`config.mk`:
```
export PLATFORM = sky130hd
export DESIGN_NAME = instr_prefetch
export DESIGN_NICKNAME = d
export VERILOG_FILES = /design/src/rtl/instr_prefetch.sv
export SDC_FILE = /design/constraint.sdc
export NUM_CORES = 1
export LEC_CHECK = 0
export CAP_MARGIN = 20
export CORE_MARGIN = 1
export CORE_UTILIZATION = 45
export CTS_CLUSTER_DIAMETER = 50
export DETAILED_ROUTE_END_ITERATION = 6
export PLACE_DENSITY = 0.81
export SETUP_SLACK_MARGIN = 0.1
export SLEW_MARGIN = 15
export SYNTH_ARGS = -nofsm -noshare
export SYNTH_HDL_FRONTEND = slang
export SYNTH_SLANG_ARGS = --single-unit
```
`constraint.sdc`:
```
create_clock -name clk -period 3.3 [get_ports clk]
set_input_delay 0.33 -clock clk [delete_from_list [all_inputs] [get_ports clk]]
set_output_delay 0.33 -clock clk [all_outputs]
set_load 0.01 [all_outputs]
```
`src/rtl/instr_prefetch.sv`:
```
// Instruction prefetch unit: one-outstanding-request fetch FSM feeding a small
// PC/instruction FIFO, with pipeline redirect (flush) support.
module instr_prefetch #(
    parameter int          DEPTH    = 4,
    parameter logic [31:0] RESET_PC = 32'h0000_0000
) (
    input  logic        clk,
    input  logic        rst,
    output logic        mem_req,
    output logic [31:0] mem_addr,
    input  logic        mem_ack,
    input  logic [31:0] mem_rdata,
    input  logic        redirect,
    input  logic [31:0] redirect_pc,
    output logic        out_valid,
    input  logic        out_ready,
    output logic [31:0] out_pc,
    output logic [31:0] out_instr,
    output logic [2:0]  count
);

    localparam int         PW      = (DEPTH > 2) ? 2 : 1;
    localparam logic [2:0] DEPTH_C = 3'(DEPTH);

    typedef enum logic [1:0] {IDLE, REQ, DRAIN} state_t;

    state_t        state;
    logic [31:0]   fetch_pc;
    logic [31:0]   pending_pc;
    logic [PW-1:0] rd_ptr;
    logic [PW-1:0] wr_ptr;
    logic [31:0]   pc_mem    [DEPTH];
    logic [31:0]   instr_mem [DEPTH];
    logic [31:0]   redirect_tgt;
    logic          push;
    logic          pop;

    function automatic logic [PW-1:0] ptr_next(input logic [PW-1:0] p);
        return (p == PW'(DEPTH - 1)) ? '0 : p + 1'b1;
    endfunction

    assign redirect_tgt = {redirect_pc[31:2], 2'b00};
    assign push         = (state == REQ) && mem_ack && !redirect;
    assign pop          = out_valid && out_ready;

    assign mem_req   = (state != IDLE);
    assign mem_addr  = fetch_pc;
    assign out_valid = (count != 3'd0);
    assign out_pc    = out_valid ? pc_mem[rd_ptr]    : '0;
    assign out_instr = out_valid ? instr_mem[rd_ptr] : '0;

    // Fetch FSM: DRAIN keeps the bus request alive but throws its data away.
    always_ff @(posedge clk or negedge rst) begin
        if (!rst) begin
            state      <= IDLE;
            fetch_pc   <= RESET_PC;
            pending_pc <= '0;
        end else begin
            case (state)
                IDLE: begin
                    if (redirect)
                        fetch_pc <= redirect_tgt;
                    else if (count < DEPTH_C)
                        state <= REQ;
                end
                REQ: begin
                    if (mem_ack) begin
                        state    <= IDLE;
                        fetch_pc <= redirect ? redirect_tgt : fetch_pc + 32'd4;
                    end else if (redirect) begin
                        state      <= DRAIN;
                        pending_pc <= redirect_tgt;
                    end
                end
                DRAIN: begin
                    if (mem_ack) begin
                        state    <= IDLE;
                        fetch_pc <= redirect ? redirect_tgt : pending_pc;
                    end else if (redirect) begin
                        pending_pc <= redirect_tgt;
                    end
                end
                default: state <= IDLE;
            endcase
        end
    end

    always_ff @(posedge clk or negedge rst) begin
        if (!rst) begin
            rd_ptr <= '0;
            wr_ptr <= '0;
            count  <= '0;
        end else if (redirect) begin
            rd_ptr <= '0;
            wr_ptr <= '0;
            count  <= '0;
        end else begin
            if (push)
                wr_ptr <= ptr_next(wr_ptr);
            if (pop)
                rd_ptr <= ptr_next(rd_ptr);
            count <= count + 3'(push) - 3'(pop);
        end
    end

    // Storage needs no reset: out_pc/out_instr are masked by out_valid.
    always_ff @(posedge clk) begin
        if (push) begin
            pc_mem[wr_ptr]    <= fetch_pc;
            instr_mem[wr_ptr] <= mem_rdata;
        end
    end

endmodule
```
==> flow_metrics.tcl <==
set metrics [dict create \
    netlist_area_mm2 0.0140 \
    synthArstFlopShare 0.222 \
    tns_ns 0 \
    ctsRootBufferMaster "clkbuf_16" \
    postLayoutCellArea_mm2 0.0176 \
    start_util 0.458 \
    setup.worst_path.class "flop to output port" \
    grt_use_met2 0.340 \
    ios 170 \
    clkTransAtPathRegs_ns 0.06 \
    drc 0 \
    synth_top_cell_by_area "edfxtp_1" \
    critPathMaxStageDelay_ns 0.78 \
    drv_slew 0 \
    area_growth_pct 25.4 \
    grt_use_met1 0.265 \
    cp_max_fo 37 \
    skew_ns 0.0185 \
    yosys_register_bits 329 \
    cts_setup_buffers 0 \
    drv_cap 0 \
    synthFlopType "edfxtp_1" \
    drt_iter0_markers 861 \
    grt_pass1_wl_um 49100 \
    vias 8615 \
    antenna_found_initial 0 \
    drtPass1Iterations 5 \
    cts_hold_buf 0 \
    critPathCaptureType "output port" \
    power_density_mw_per_mm2 880 \
    grt_max_degree 74 \
    dp_hpwl_um 20300 \
    rrSetupSlack_ns 0.65 \
    numCtsBuffers 37 \
    clk_latency_ns 0.52 \
    grtUsageTotal 0.203 \
    final-hold-violation-count 2 \
    post_dp_cell_area_mm2 0.0163 \
    multiInputGateArea_mm2 0.00423 \
    ys_types 62 \
    cts.sinks 329 \
    slew_headroom 0.364 \
    io_buffers 167 \
    critPathLaunchType "flop" \
    setup_viol 0 \
    grt-busiest-layer "met2" \
    grt_overflow_total 0 \
    ant_nets 0 \
    synth_cells 873 \
    fin_ws_ns 0.346 \
    synth_area_leaders "edfxtp_1 (55%), dfrtp_1 (13%), mux4_2 (10%)" \
    period_share 0.895 \
    worstHoldPathType "primary input to async pin" \
    synth_top_area_frac 0.548 \
    syn_nets 955 \
    cts_buffer_depth 3 \
    fin_cells 1483 \
    hold_ws_ns -0.00254 \
    n_antenna_cell 0 \
    fp.dieH_um 179 \
    required_ns 2.97 \
    crit_slowest_cell "dfrtp_4" \
    core_mm2 0.0306 \
    rsz0062_at_grt "no" \
    drt-wirelength-per-cell_um 21.5 \
    nets 1140 \
    violations "negative hold slack" \
    post_route_cells_drive_above_1_share 0.187 \
    die_area_mm2 0.0319 \
    use_met3 0.0403 \
    routed_wl_um 31900 \
    arrival_ns 2.62 \
    synth_edf_count 256 \
    nFillCells 2325 \
    crit_chain "buf_4, mux4_2, and2_1, clkdlybuf4s50_1" \
    max_freq_ghz 0.339 \
    die_x_um 179 \
    dp_slack_ns 0.652 \
    ys_warn_count 0 \
    vdd_drop_max_mv 0.483 \
    leakage_nw 6.05 \
    yosysSeqAreaShare 0.679 \
    cts_tree "built" \
    rows 64 \
    dp_cells 1415 \
    tightestPinTransition_ns 0.954 \
    htree_num_levels 2 \
    syn_area_per_cell_um2 16.1 \
    status "finished with violations" \
    ys_top_cells_by_count "edfxtp_1 (256), dfrtp_1 (73), and2_1 (69)" \
    gp_congestion 0.815 \
    yosysMostFrequentCell "edfxtp_1" \
    seq_area_mm2 0.00952 \
    grt_pass1_vias 8725 \
    cts_resized 0 \
    fin_crit_ns 2.95 \
    viasPerCell 5.81 \
]
## cells in the final DEF, fill, tap and decap left out, types with 26 or more instances in the layout
| cell | netlist | final |
|---|---|---|
| buf_4 | 0 | 26 |
| and2_1 | 69 | 69 |
| nor2_1 | 33 | 33 |
| clkbuf_16 | 0 | 37 |
| clkdlybuf4s50_1 | 0 | 166 |
| mux2_2 | 32 | 32 |
| o21ai_0 | 61 | 61 |
| mux4_2 | 64 | 64 |
| dfrtp_1 | 73 | 71 |
| edfxtp_1 | 256 | 256 |
| nand2_1 | 32 | 32 |
## area by class of cell
class | count | area share
timing repair buffer | 200 | 0.114
multi-input combinational | 477 | 0.241
inverter | 13 | 0.00277
clock buffer | 40 | 0.0533
tap | 396 | 0.0282
sequential | 329 | 0.541
clock inverter | 28 | 0.0198
## worst max-delay path, delay by kind of cell (launching register included)
family | cells | cell delay (ns)
DFF | 1 | 0.78
and+or+nand+nor | 1 | 0.18
muxes | 1 | 0.32
buffers and inverters | 2 | 0.78
## per-stage QoR
stage,power (W),util
2_1_floorplan,0.00892,-
3_3_place_gp,0.0111,0.533
3_5_place_dp,0.0113,0.533
6_report,0.0155,0.575
4_1_cts,0.0156,0.575
5_1_grt,0.0162,0.575
## flip-flops by register name, summed over array words and instances, names as in the netlist
signal	count
count	3
instr_mem	128
mem_addr	32
pc_mem	128
pending_pc	32
rd_ptr	2
state	2
wr_ptr	2
## where the power goes
group | switching, W | internal (W) | total (W)
Sequential | 0.000725 | 0.00526 | 0.00599
Combinational | 0.00259 | 0.00266 | 0.00525
Clock | 0.00168 | 0.00257 | 0.00425
## worst paths after layout
check / cells after the start / end / start
min in group clk: 1 / instr_mem[1][3]$_DFFE_PP_ / mem_rdata[3]
max in group asynchronous: 2 / rd_ptr[1]$_DFFE_PN0P_ / rst
min: 2 / pending_pc[24]$_DFFE_PN0P_ / rst
min reg2reg: 1 / pending_pc[1]$_DFFE_PN0P_ / pending_pc[1]$_DFFE_PN0P_
max reg2reg: 6 / mem_addr[25]$_DFFE_PN0P_ / state[1]$_DFFE_PN0P_
max: 4 / out_instr[17] / rd_ptr[1]$_DFFE_PN0P_
## layer usage
metal	wire length, um	vias to the layer above
met1	13000	4349
met3	2380	58
met4	808	0
met2	15700	377
met5	0	-
li1	-	3831
## cell families after synthesis
group,share of synthesized area
AND/OR/NAND/NOR,0.0820
AO/OA/AOI/OAI,0.0740
buffers and inverters,0.0210
XOR/XNOR,0.00375
multiplexers,0.129
flip-flops,0.679
adder cells (fa/ha/maj),0.0121
(Power assumes the default switching activity.)
